File: src/rtl/cursor_palette_ctrl_if.sv
// Button/strobe inputs and cursor/sweep outputs of cursor_palette_ctrl,
// bundled for the controller (slave) and whoever drives it (master).
interface cursor_palette_ctrl_if;
    logic       tick;
    logic       btn_left;
    logic       btn_right;
    logic       btn_up;
    logic       btn_down;
    logic [5:0] out_x;
    logic [5:0] out_y;
    logic       plus;
    logic       sum;
    logic [2:0] c;
    logic       moved;
    logic       busy;

    modport master (
        output tick, btn_left, btn_right, btn_up, btn_down,
        input  out_x, out_y, plus, sum, c, moved, busy
    );

    modport slave (
        input  tick, btn_left, btn_right, btn_up, btn_down,
        output out_x, out_y, plus, sum, c, moved, busy
    );
endinterface

File: src/rtl/cursor_palette_ctrl.sv
// Cursor controller: held buttons -> auto-repeating 6-bit cursor moves, each followed
// by a (sum,c) offset sweep. Define CURSOR_WRAP_EN for wrapping edges instead of clamping.
module cursor_palette_ctrl #(
    parameter int X_MAX        = 63,
    parameter int Y_MAX        = 63,
    parameter int REPEAT_DELAY = 24,
    parameter int REPEAT_RATE  = 6,
    parameter int C_MAX        = 3
) (
    input logic                 clk,
    input logic                 rst,
    cursor_palette_ctrl_if.slave bus
);

    localparam int CW = $clog2(REPEAT_DELAY + REPEAT_RATE + 1);

    typedef enum logic {IDLE, SWEEP} state_t;

    state_t          state_q, state_d;
    logic [5:0]      x_q, x_d, y_q, y_d;
    logic [CW-1:0]   cnt_x_q, cnt_x_d, cnt_y_q, cnt_y_d;
    logic            pend_q, pend_d;
    logic            plus_q, plus_d, sum_q, sum_d, moved_q, moved_d, busy_q, busy_d;
    logic [2:0]      c_q, c_d;

    logic            eval, changed, sweep_last;
    logic            dec_x, inc_x, dec_y, inc_y, due_x, due_y;
    logic [5:0]      x_step, y_step;

    function automatic logic [5:0] step_pos(input logic [5:0] pos, input logic dec,
                                            input logic inc, input logic [5:0] maxv);
        step_pos = pos;
        if (inc) begin
            if (pos != maxv) step_pos = pos + 6'd1;
`ifdef CURSOR_WRAP_EN
            else step_pos = '0;
`endif
        end else if (dec) begin
            if (pos != '0) step_pos = pos - 6'd1;
`ifdef CURSOR_WRAP_EN
            else step_pos = maxv;
`endif
        end
    endfunction

    // Count folds back to REPEAT_DELAY every REPEAT_RATE ticks, so "due" is just
    // count==0 or count==REPEAT_DELAY and the counter never overflows.
    function automatic logic [CW-1:0] cnt_next(input logic [CW-1:0] cnt, input logic held);
        if (!held)
            cnt_next = '0;
        else if (cnt == CW'(REPEAT_DELAY + REPEAT_RATE - 1))
            cnt_next = CW'(REPEAT_DELAY);
        else
            cnt_next = cnt + CW'(1);
    endfunction

    always_comb begin
        dec_x      = bus.btn_left  & ~bus.btn_right;
        inc_x      = bus.btn_right & ~bus.btn_left;
        dec_y      = bus.btn_up    & ~bus.btn_down;
        inc_y      = bus.btn_down  & ~bus.btn_up;
        due_x      = (dec_x | inc_x) && (cnt_x_q == '0 || cnt_x_q == CW'(REPEAT_DELAY));
        due_y      = (dec_y | inc_y) && (cnt_y_q == '0 || cnt_y_q == CW'(REPEAT_DELAY));
        x_step     = step_pos(x_q, dec_x & due_x, inc_x & due_x, 6'(X_MAX));
        y_step     = step_pos(y_q, dec_y & due_y, inc_y & due_y, 6'(Y_MAX));
        eval       = (state_q == IDLE) && (bus.tick || pend_q);
        changed    = eval && ((x_step != x_q) || (y_step != y_q));
        sweep_last = !sum_q && (c_q == 3'(C_MAX));
    end

    always_ff @(posedge clk) begin
        if (rst) state_q <= IDLE;
        else     state_q <= state_d;
    end

    always_comb begin
        state_d = state_q;
        case (state_q)
            IDLE:    if (changed)    state_d = SWEEP;
            SWEEP:   if (sweep_last) state_d = IDLE;
            default: state_d = IDLE;
        endcase
    end

    always_comb begin
        x_d     = x_q;
        y_d     = y_q;
        cnt_x_d = cnt_x_q;
        cnt_y_d = cnt_y_q;
        pend_d  = pend_q;
        plus_d  = plus_q;
        sum_d   = sum_q;
        c_d     = c_q;
        busy_d  = busy_q;
        moved_d = 1'b0;
        case (state_q)
            IDLE: begin
                if (eval) begin
                    cnt_x_d = cnt_next(cnt_x_q, dec_x | inc_x);
                    cnt_y_d = cnt_next(cnt_y_q, dec_y | inc_y);
                    pend_d  = 1'b0;
                    if (changed) begin
                        x_d     = x_step;
                        y_d     = y_step;
                        moved_d = 1'b1;
                        plus_d  = 1'b1;
                        sum_d   = 1'b1;
                        c_d     = '0;
                        busy_d  = 1'b1;
                    end
                end
            end
            SWEEP: begin
                if (bus.tick) pend_d = 1'b1;
                if (sweep_last) begin
                    plus_d = 1'b0;
                    busy_d = 1'b0;
                    sum_d  = 1'b0;
                    c_d    = '0;
                end else if (c_q == 3'(C_MAX)) begin
                    sum_d = 1'b0;
                    c_d   = 3'd1;
                end else begin
                    c_d = c_q + 3'd1;
                end
            end
            default: ;
        endcase
    end

    always_ff @(posedge clk) begin
        if (rst) begin
            x_q     <= '0;
            y_q     <= '0;
            cnt_x_q <= '0;
            cnt_y_q <= '0;
            pend_q  <= 1'b0;
            plus_q  <= 1'b0;
            sum_q   <= 1'b0;
            c_q     <= '0;
            moved_q <= 1'b0;
            busy_q  <= 1'b0;
        end else begin
            x_q     <= x_d;
            y_q     <= y_d;
            cnt_x_q <= cnt_x_d;
            cnt_y_q <= cnt_y_d;
            pend_q  <= pend_d;
            plus_q  <= plus_d;
            sum_q   <= sum_d;
            c_q     <= c_d;
            moved_q <= moved_d;
            busy_q  <= busy_d;
        end
    end

    assign bus.out_x = x_q;
    assign bus.out_y = y_q;
    assign bus.plus  = plus_q;
    assign bus.sum   = sum_q;
    assign bus.c     = c_q;
    assign bus.moved = moved_q;
    assign bus.busy  = busy_q;

endmodule
File: src/flat_wrapper.sv
// flat-port wrapper written by rule: the top's interface ports become plain ports
module cursor_palette_ctrl_flat 
#(
    parameter int X_MAX        = 63,
    parameter int Y_MAX        = 63,
    parameter int REPEAT_DELAY = 24,
    parameter int REPEAT_RATE  = 6,
    parameter int C_MAX        = 3
)
  (clk, rst, bus_tick, bus_btn_left, bus_btn_right, bus_btn_up, bus_btn_down, bus_out_x, bus_out_y, bus_plus, bus_sum, bus_c, bus_moved, bus_busy);
  cursor_palette_ctrl_if bus_i ();
  input logic clk;
  input logic rst;
  input wire logic [$bits(bus_i.tick)-1:0] bus_tick;
  input wire logic [$bits(bus_i.btn_left)-1:0] bus_btn_left;
  input wire logic [$bits(bus_i.btn_right)-1:0] bus_btn_right;
  input wire logic [$bits(bus_i.btn_up)-1:0] bus_btn_up;
  input wire logic [$bits(bus_i.btn_down)-1:0] bus_btn_down;
  output wire logic [$bits(bus_i.out_x)-1:0] bus_out_x;
  output wire logic [$bits(bus_i.out_y)-1:0] bus_out_y;
  output wire logic [$bits(bus_i.plus)-1:0] bus_plus;
  output wire logic [$bits(bus_i.sum)-1:0] bus_sum;
  output wire logic [$bits(bus_i.c)-1:0] bus_c;
  output wire logic [$bits(bus_i.moved)-1:0] bus_moved;
  output wire logic [$bits(bus_i.busy)-1:0] bus_busy;
  assign bus_i.tick = bus_tick;
  assign bus_i.btn_left = bus_btn_left;
  assign bus_i.btn_right = bus_btn_right;
  assign bus_i.btn_up = bus_btn_up;
  assign bus_i.btn_down = bus_btn_down;
  assign bus_out_x = bus_i.out_x;
  assign bus_out_y = bus_i.out_y;
  assign bus_plus = bus_i.plus;
  assign bus_sum = bus_i.sum;
  assign bus_c = bus_i.c;
  assign bus_moved = bus_i.moved;
  assign bus_busy = bus_i.busy;
  cursor_palette_ctrl #(.X_MAX(X_MAX), .Y_MAX(Y_MAX), .REPEAT_DELAY(REPEAT_DELAY), .REPEAT_RATE(REPEAT_RATE), .C_MAX(C_MAX)) u_core (.clk(clk), .rst(rst), .bus(bus_i));
endmodule
File: config.mk
export PLATFORM = sky130hd
export DESIGN_NAME = cursor_palette_ctrl_flat
export DESIGN_NICKNAME = d
export VERILOG_FILES = /design/src/rtl/cursor_palette_ctrl_if.sv /design/src/rtl/cursor_palette_ctrl.sv /design/src/flat_wrapper.sv
export SDC_FILE = /design/constraint.sdc
export NUM_CORES = 1
export LEC_CHECK = 0
export ABC_AREA = 1
export BUFFER_PORTS_ARGS = -buffer_cell sky130_fd_sc_hd__buf_2
export CELL_PAD_IN_SITES_DETAIL_PLACEMENT = 1
export CELL_PAD_IN_SITES_GLOBAL_PLACEMENT = 2
export CORE_MARGIN = 1.5
export CORE_UTILIZATION = 29
export CTS_CLUSTER_SIZE = 25
export DETAILED_ROUTE_END_ITERATION = 16
export PLACE_DENSITY = 0.84
export SETUP_SLACK_MARGIN = 0.2
export SKIP_LAST_GASP = 1
export SLEW_MARGIN = 25
export SYNTH_ARGS = -nofsm -noshare
export SYNTH_HDL_FRONTEND = slang
export SYNTH_SLANG_ARGS = --single-unit
export TNS_END_PERCENT = 50
File: constraint.sdc
create_clock -name clk -period 1.58 [get_ports clk]
set_input_delay 0.158 -clock clk [delete_from_list [all_inputs] [get_ports clk]]
set_output_delay 0.158 -clock clk [all_outputs]
set_load 0.03 [all_outputs]
== Word level (Yosys, flattened, before mapping) ==
Index checks and enable logic that the tools add are counted.

* Reduce and logical (&&, ||, !) cells: 21
* Equality and inequality tests: 14
* Bitwise operators: 16
* Multiplexer cells: 30
* Add/subtract/negate cells: 7

{| class="wikitable"
|+ Operators by type and width
! operator !! count
|-
| $mux W6 || 8
|-
| $eq A5 B5 Y1 const B || 4
|-
| $mux W5 || 4
|-
| $add A6 B1 Y6 const B || 2
|-
| $mux W3 || 4
|-
| $ne A6 B6 Y1 || 2
|-
| $ne A6 B6 Y1 const B || 2
|-
| $reduce_bool A6 Y1 || 2
|-
| $sub A6 B1 Y6 const B || 2
|-
| $add A5 B1 Y5 const B || 2
|-
| $logic_not A5 Y1 || 2
|-
| $mux W1 || 9
|-
| $reduce_and A3 Y1 || 3
|-
| $and A1 B1 Y1 || 8
|-
| $pmux W1 S2 || 4
|-
| $not A1 Y1 || 6
|-
| $pmux W3 S2 || 1
|-
| $reduce_and A2 Y1 || 3
|-
| $logic_and A1 B1 Y1 || 5
|-
| $logic_or A1 B1 Y1 || 4
|-
| $ne A2 B1 Y1 const B || 2
|-
| $ne A2 B2 Y1 const B || 2
|-
| $add A3 B1 Y3 const B || 1
|-
| $eq A3 B2 Y1 const B || 1
|-
| 4 further kinds || 5
|}

* Register bits after elaboration: 30
* Input port bits: 7

== Longest topological paths before layout ==
* Depth in word-level cells: 13
* Depth in mapped cells: 14
* Depth with buffers taken out: 14

== Worst setup path before layout ==
OpenSTA, ideal clock, no wires.

* Path type: reg2reg
* Start: reg u_core.y_q[1] (netlist: u_core.bus.out_y[1])
* End: reg u_core.y_q[4] (netlist: u_core.bus.out_y[4])
* Setup slack: -339 ps
* Required time: 1464 ps
* Stages on the path, launching flop included: 12
* Buffers on the path: 1
* Clock period less this slack: 1919 ps
* Arrival: 1803 ps
* Cell sequence: dfxtp_1 ha_1 nand3_4 nor2_1 nand2_2 nand2_2 nand2_2 nor2_2 nor2_2 buf_6 o21ai_0 nor2_1

* Word-level cells in the longest chain between the ends: 8
* Elaborated cells between the ends (all ways): 12
* Classes of those cells: 2 x add/sub; 2 x eq/ne; 4 x mux; 4 x reduce/logical

{| class="wikitable"
|+ RTL lines
! element !! RTL line !! text
|-
| start, declared || cursor_palette_ctrl.sv:20 || <nowiki>logic [5:0] x_q, x_d, y_q, y_d;</nowiki>
|-
| start signal, assigned || cursor_palette_ctrl.sv:145 || <nowiki>y_q <= y_d;</nowiki>
|-
| $sub A6 B1 Y6 or $reduce_bool A6 Y1 (tied branches) || cursor_palette_ctrl.sv:39 || <nowiki>if (pos != '0) step_pos = pos - 6'd1;</nowiki>
|-
| $mux W6 || cursor_palette_ctrl.sv:39 ||
|-
| $mux W6 || cursor_palette_ctrl.sv:38 || <nowiki>end else if (dec) begin</nowiki>
|-
| $mux W6 || cursor_palette_ctrl.sv:33 || <nowiki>if (inc) begin</nowiki>
|-
| $ne A6 B6 Y1 || cursor_palette_ctrl.sv:67 || <nowiki>changed = eval && ((x_step != x_q) || (y_step != y_q));</nowiki>
|-
| $logic_or A1 B1 Y1 || cursor_palette_ctrl.sv:67 ||
|-
| $logic_and A1 B1 Y1 || cursor_palette_ctrl.sv:67 ||
|-
| $reduce_and A3 Y1 (no source line) || -- ||
|}

Parallel ways exist; a longest one is shown, timed or not.
A chain may end at the register's enable or synchronous reset.

== Final worst setup path ==
* Start: reg u_core.x_q[1] (netlist: u_core.bus.out_x[1])
* End: reg u_core.sum_q (netlist: u_core.bus.sum)

* Word-level cells in the longest chain between the ends: 9
* Elaborated cells between the ends (all ways): 13
* Classes of those cells: 2 x add/sub; 3 x eq/ne; 4 x mux; 4 x reduce/logical

{| class="wikitable"
|+ RTL lines
! element !! RTL line !! text
|-
| start, declared || cursor_palette_ctrl.sv:20 ||
|-
| start signal, assigned || cursor_palette_ctrl.sv:133 || <nowiki>x_q <= '0;</nowiki>
|-
| start signal, assigned || cursor_palette_ctrl.sv:144 || <nowiki>x_q <= x_d;</nowiki>
|-
| $sub A6 B1 Y6 or $reduce_bool A6 Y1 (tied branches) || cursor_palette_ctrl.sv:39 ||
|-
| $mux W6 || cursor_palette_ctrl.sv:39 ||
|-
| $mux W6 || cursor_palette_ctrl.sv:38 ||
|-
| $mux W6 || cursor_palette_ctrl.sv:33 ||
|-
| $ne A6 B6 Y1 (*) || cursor_palette_ctrl.sv:67 ||
|-
| $logic_or A1 B1 Y1 (*) || cursor_palette_ctrl.sv:67 ||
|-
| $logic_and A1 B1 Y1 (*) || cursor_palette_ctrl.sv:67 ||
|-
| $ne A2 B1 Y1 (no source line) (*) || -- ||
|-
| $reduce_and A3 Y1 (no source line) (*) || -- ||
|-
| end signal, assigned || cursor_palette_ctrl.sv:150 || <nowiki>sum_q <= sum_d;</nowiki>
|-
| end, declared || cursor_palette_ctrl.sv:23 || <nowiki>logic plus_q, plus_d, sum_q, sum_d, moved_q, moved_d, busy_q, busy_d;</nowiki>
|}

Mark *: on every way between the ends. The rest lies on a longest branch, timed or not.

==> key figures <==
Detailed routing
  – Vias per Instance: 4.67
  – Drt total wl: 6980 µm
  – First-pass DRT Iterations: 4
  – Antenna-violating nets left: 0
  – Via count: 2503
  – WL/cell: 13.0 µm
  – Initial DRC Count: 74
  – Residual DRC: 0

Yosys
  – Main synth FF type: dfxtp_1
  – Post-synthesis sequential area ratio: 0.263
  – Register bit total from synthesis: 30
  – Post-synthesis instance total: 345
  – Mapped cell area: 2290 µm²
  – Number of distinct library cells after synthesis: 34
  – EDFF count, synth: 0
  – Syn Area/Cell: 6.63 µm²
  – Syn nets: 369
  – Asr flop ratio synth: 0
  – Synth warnings: 0

Timing
  – Final Hold Viols: 0
  – Setup violations, final: 16
  – Relative slew margins: 0.701
  – Period Utilization, post-route: 1.05
  – Final worst slack: -0.0715 ns
  – Setup tns final: -0.610 ns
  – Hold WS: 0.183 ns
  – Count of final max-slew check failures: 0
  – Skew final: 0.00407 ns
  – Clock period minus worst slack: 1.65 ns
  – Actual slew at the worst max-slew pin: 0.448 ns
  – Fmax: 606 MHz
  – RSZ-0062 raised after global routing: yes

Finish
  – Multi-input logic area: 1650 µm²
  – FF/Latch Area: 632 µm²
  – Layout cells sized above 1: 0.387
  – Ant. Diodes: 0
  – Fillers: 992
  – Nets: 457
  – Util after Layout: 0.430
  – Layout area overhead: 44.6%
  – Post-route cell area: 3310 µm²

GRT
  – Vias in the first global route: 2573
  – Initial antenna violation count: 0
  – First-pass GRT wire length: 11800 µm
  – Total GRT Usage: 0.174
  – Overflow after GRT: 0
  – Largest net degree at the start of global routing: 16

Setup path
  – Crit end category: flip-flop
  – R2R cell count: 12
  – FF-to-FF setup slack: -0.07 ns
  – Reg2reg end: u_core.bus.sum
  – Critical Path Start: u_core.bus.out_x[1]
  – Setup CP Type: flip-flop to flip-flop
  – Required @ worst endpoint: 1.80 ns
  – Worst Setup Start Kind: flip-flop
  – RR Startpoint: u_core.bus.out_x[1]
  – Critical Path Fanout Max: 8
  – CP endpoint: u_core.bus.sum
  – CP Data Arrival Time: 1.87 ns

Floorplanning
  – IO Count: 26
  – Die width: 91.8 µm
  – Initial core utilization: 0.297
  – Site row count: 32
  – Core Footprint: 7690 µm²
  – Die Y: 91.8 µm
  – Die area: 8420 µm²

Clock tree
  – CTS H-tree depth: 2
  – Clock Tree Root: clkbuf_8
  – Cts bufs inserted: 5
  – Hold_buf cts: 0
  – # clock sinks: 30
  – CTS clk-pin slew, worst paths: 0.06 ns
  – CTS tree: yes
  – Clock Latency Late Sink: 0.28 ns
  – Clock Tree Buf Depth: 2

Pwr
  – Pwr Total: 2.54 mW
  – Pwr per Cell Area: 768 nW/µm²
  – Leak Pwr: 1.51 nW
  – Peak VDD IR: 0.475 mV

Place
  – Dpl cell area: 2960 µm²
  – GP Congestion: 0.862
  – DP HPWL: 5520 µm
  – I/O Buffers: 25

Worst hold path
  – HP Class: input port to flip-flop

Status
  – Failing checks: negative setup slack
  – Status: finished, violations left

Flow run
  – Max Cap Violations: 0
-- what timing repair did --
action                                  4_1_cts  5_1_grt
endpoints found under the setup margin       19       29
pin swaps                                    17        7
resized for setup                            36       18
setup buffers                                 5        6
-- where the power goes --
part	leakage (nW)	switching, mW	internal [mW]
Combinational	1.22	0.633	0.448
Sequential	0.251	0.0722	0.814
Clock	0.0407	0.278	0.293
Total	1.51	0.983	1.55
-- layer usage --
layer	GRT usage	vias to the layer above	wire (µm)
li1	-	1291	-
met1	0.211	1181	3280
met2	0.320	22	3500
met3	0.0299	9	139
met4	0.0333	0	58
met5	0	-	0
-- flip-flops by register name, summed over array words and instances, names as in the netlist --
name              cells
u_core.bus.sum        1
u_core.bus.out_x      6
u_core.bus.c          3
u_core.state_q        1
u_core.bus.moved      1
u_core.cnt_y_q        5
u_core.pend_q         1
u_core.bus.plus       1
u_core.bus.out_y      6
u_core.cnt_x_q        5
-- synth_stat cells (2+ instances only) --
| master | number | area share |
|---|---|---|
| o211ai_1 | 2 | 0.0066 |
| clkbuf_1 | 2 | 0.0033 |
| nor2_1 | 44 | 0.072 |
| nor2_2 | 4 | 0.011 |
| ha_1 | 17 | 0.093 |
| nand2_1 | 67 | 0.11 |
| a211oi_1 | 2 | 0.0066 |
| a22oi_1 | 2 | 0.0066 |
| inv_1 | 41 | 0.067 |
| dfxtp_1 | 30 | 0.26 |
| o21ai_0 | 29 | 0.063 |
| nand3_1 | 22 | 0.048 |
| nor2_4 | 2 | 0.0099 |
| buf_6 | 2 | 0.0099 |
| xor2_1 | 9 | 0.034 |
| nor3_1 | 5 | 0.011 |
| inv_2 | 3 | 0.0049 |
| nand3_2 | 3 | 0.013 |
| xnor2_1 | 3 | 0.011 |
| buf_4 | 5 | 0.016 |
| nand2_2 | 7 | 0.019 |
| nand4_1 | 3 | 0.0082 |
| a21oi_1 | 30 | 0.066 |
-- stage by stage --
| stage | worst slack [ns] | std cells |
|---|---|---|
| finish | -0.0715 | 536 |
| CTS | -0.0232 | 530 |
| global route | -0.163 | 536 |
| floorplan | -0.0296 | 345 |
| global placement | -0.204 | 517 |
| detailed placement | -0.338 | 517 |
-- cell type report --
type	instances	share of cell area
multi-input combinational	260	0.498
sequential	30	0.191
clock buffer	5	0.0208
inverter	44	0.0500
clock inverter	3	0.00341
timing repair buffer	92	0.198
tap	102	0.0386
-- cells by family (layout without fill, tap and decap cells) --
family                     Yosys count  in the layout  synth area share
AOI/OAI and AO/OA                   69             69             0.166
xor gates and xnor gates            12             12            0.0460
buffers and inverters               55            144             0.106
and+or+nand+nor                    162            162             0.326
adders and majority gates           17             17            0.0930
DFF                                 30             30             0.263
-- critical path, stage by stage (launching register included) --
cell,delay [ns]
dfxtp_4,0.37
ha_4,0.16
nand3_4,0.07
nor3_4,0.21
inv_2,0.08
nand2_4,0.07
nand2_4,0.07
o21ai_4,0.20
buf_12,0.14
nand2_1,0.05
nand2_1,0.06
nand2_1,0.06
nand2_1,0.05
-- cell usage in the layout (no fill, tap or decap), types with 2 or more instances in the layout --
cell	synthesis	routed
nand2_1	67	62
buf_4	5	62
nor2_1	44	37
inv_1	41	33
a21oi_1	30	28
buf_2	1	25
nand3_1	22	21
o21ai_0	29	19
dfxtp_1	30	17
inv_2	3	11
ha_1	17	10
xor2_1	9	9
nand2_2	7	7
nor2_4	2	7
o21ai_1	0	7
dfxtp_2	0	7
nor2_2	4	6
ha_4	0	6
dfxtp_4	0	6
nor3_1	5	5
nand2_4	0	5
clkbuf_8	0	5
buf_6	2	4
nand4_1	3	3
nand3_4	1	3
a21oi_2	1	3
o21ai_2	0	3
xnor2_1	3	3
clkinv_1	0	3
o211ai_1	2	2
nand3_2	3	2
a22oi_1	2	2
-- worst min path at each step --
stage,start,end,slack (ns),depth (start not counted)
after detailed placement,bus_tick,u_core.pend_q,0.48,3
after global routing,bus_tick,u_core.pend_q,0.20,3
after floorplan,bus_tick,u_core.pend_q,0.33,2
after global placement,bus_tick,u_core.pend_q,0.46,3
after CTS,bus_tick,u_core.pend_q,0.19,3
final,bus_tick,u_core.pend_q,0.18,3
No activity file was read; power rests on OpenSTA's default activity.
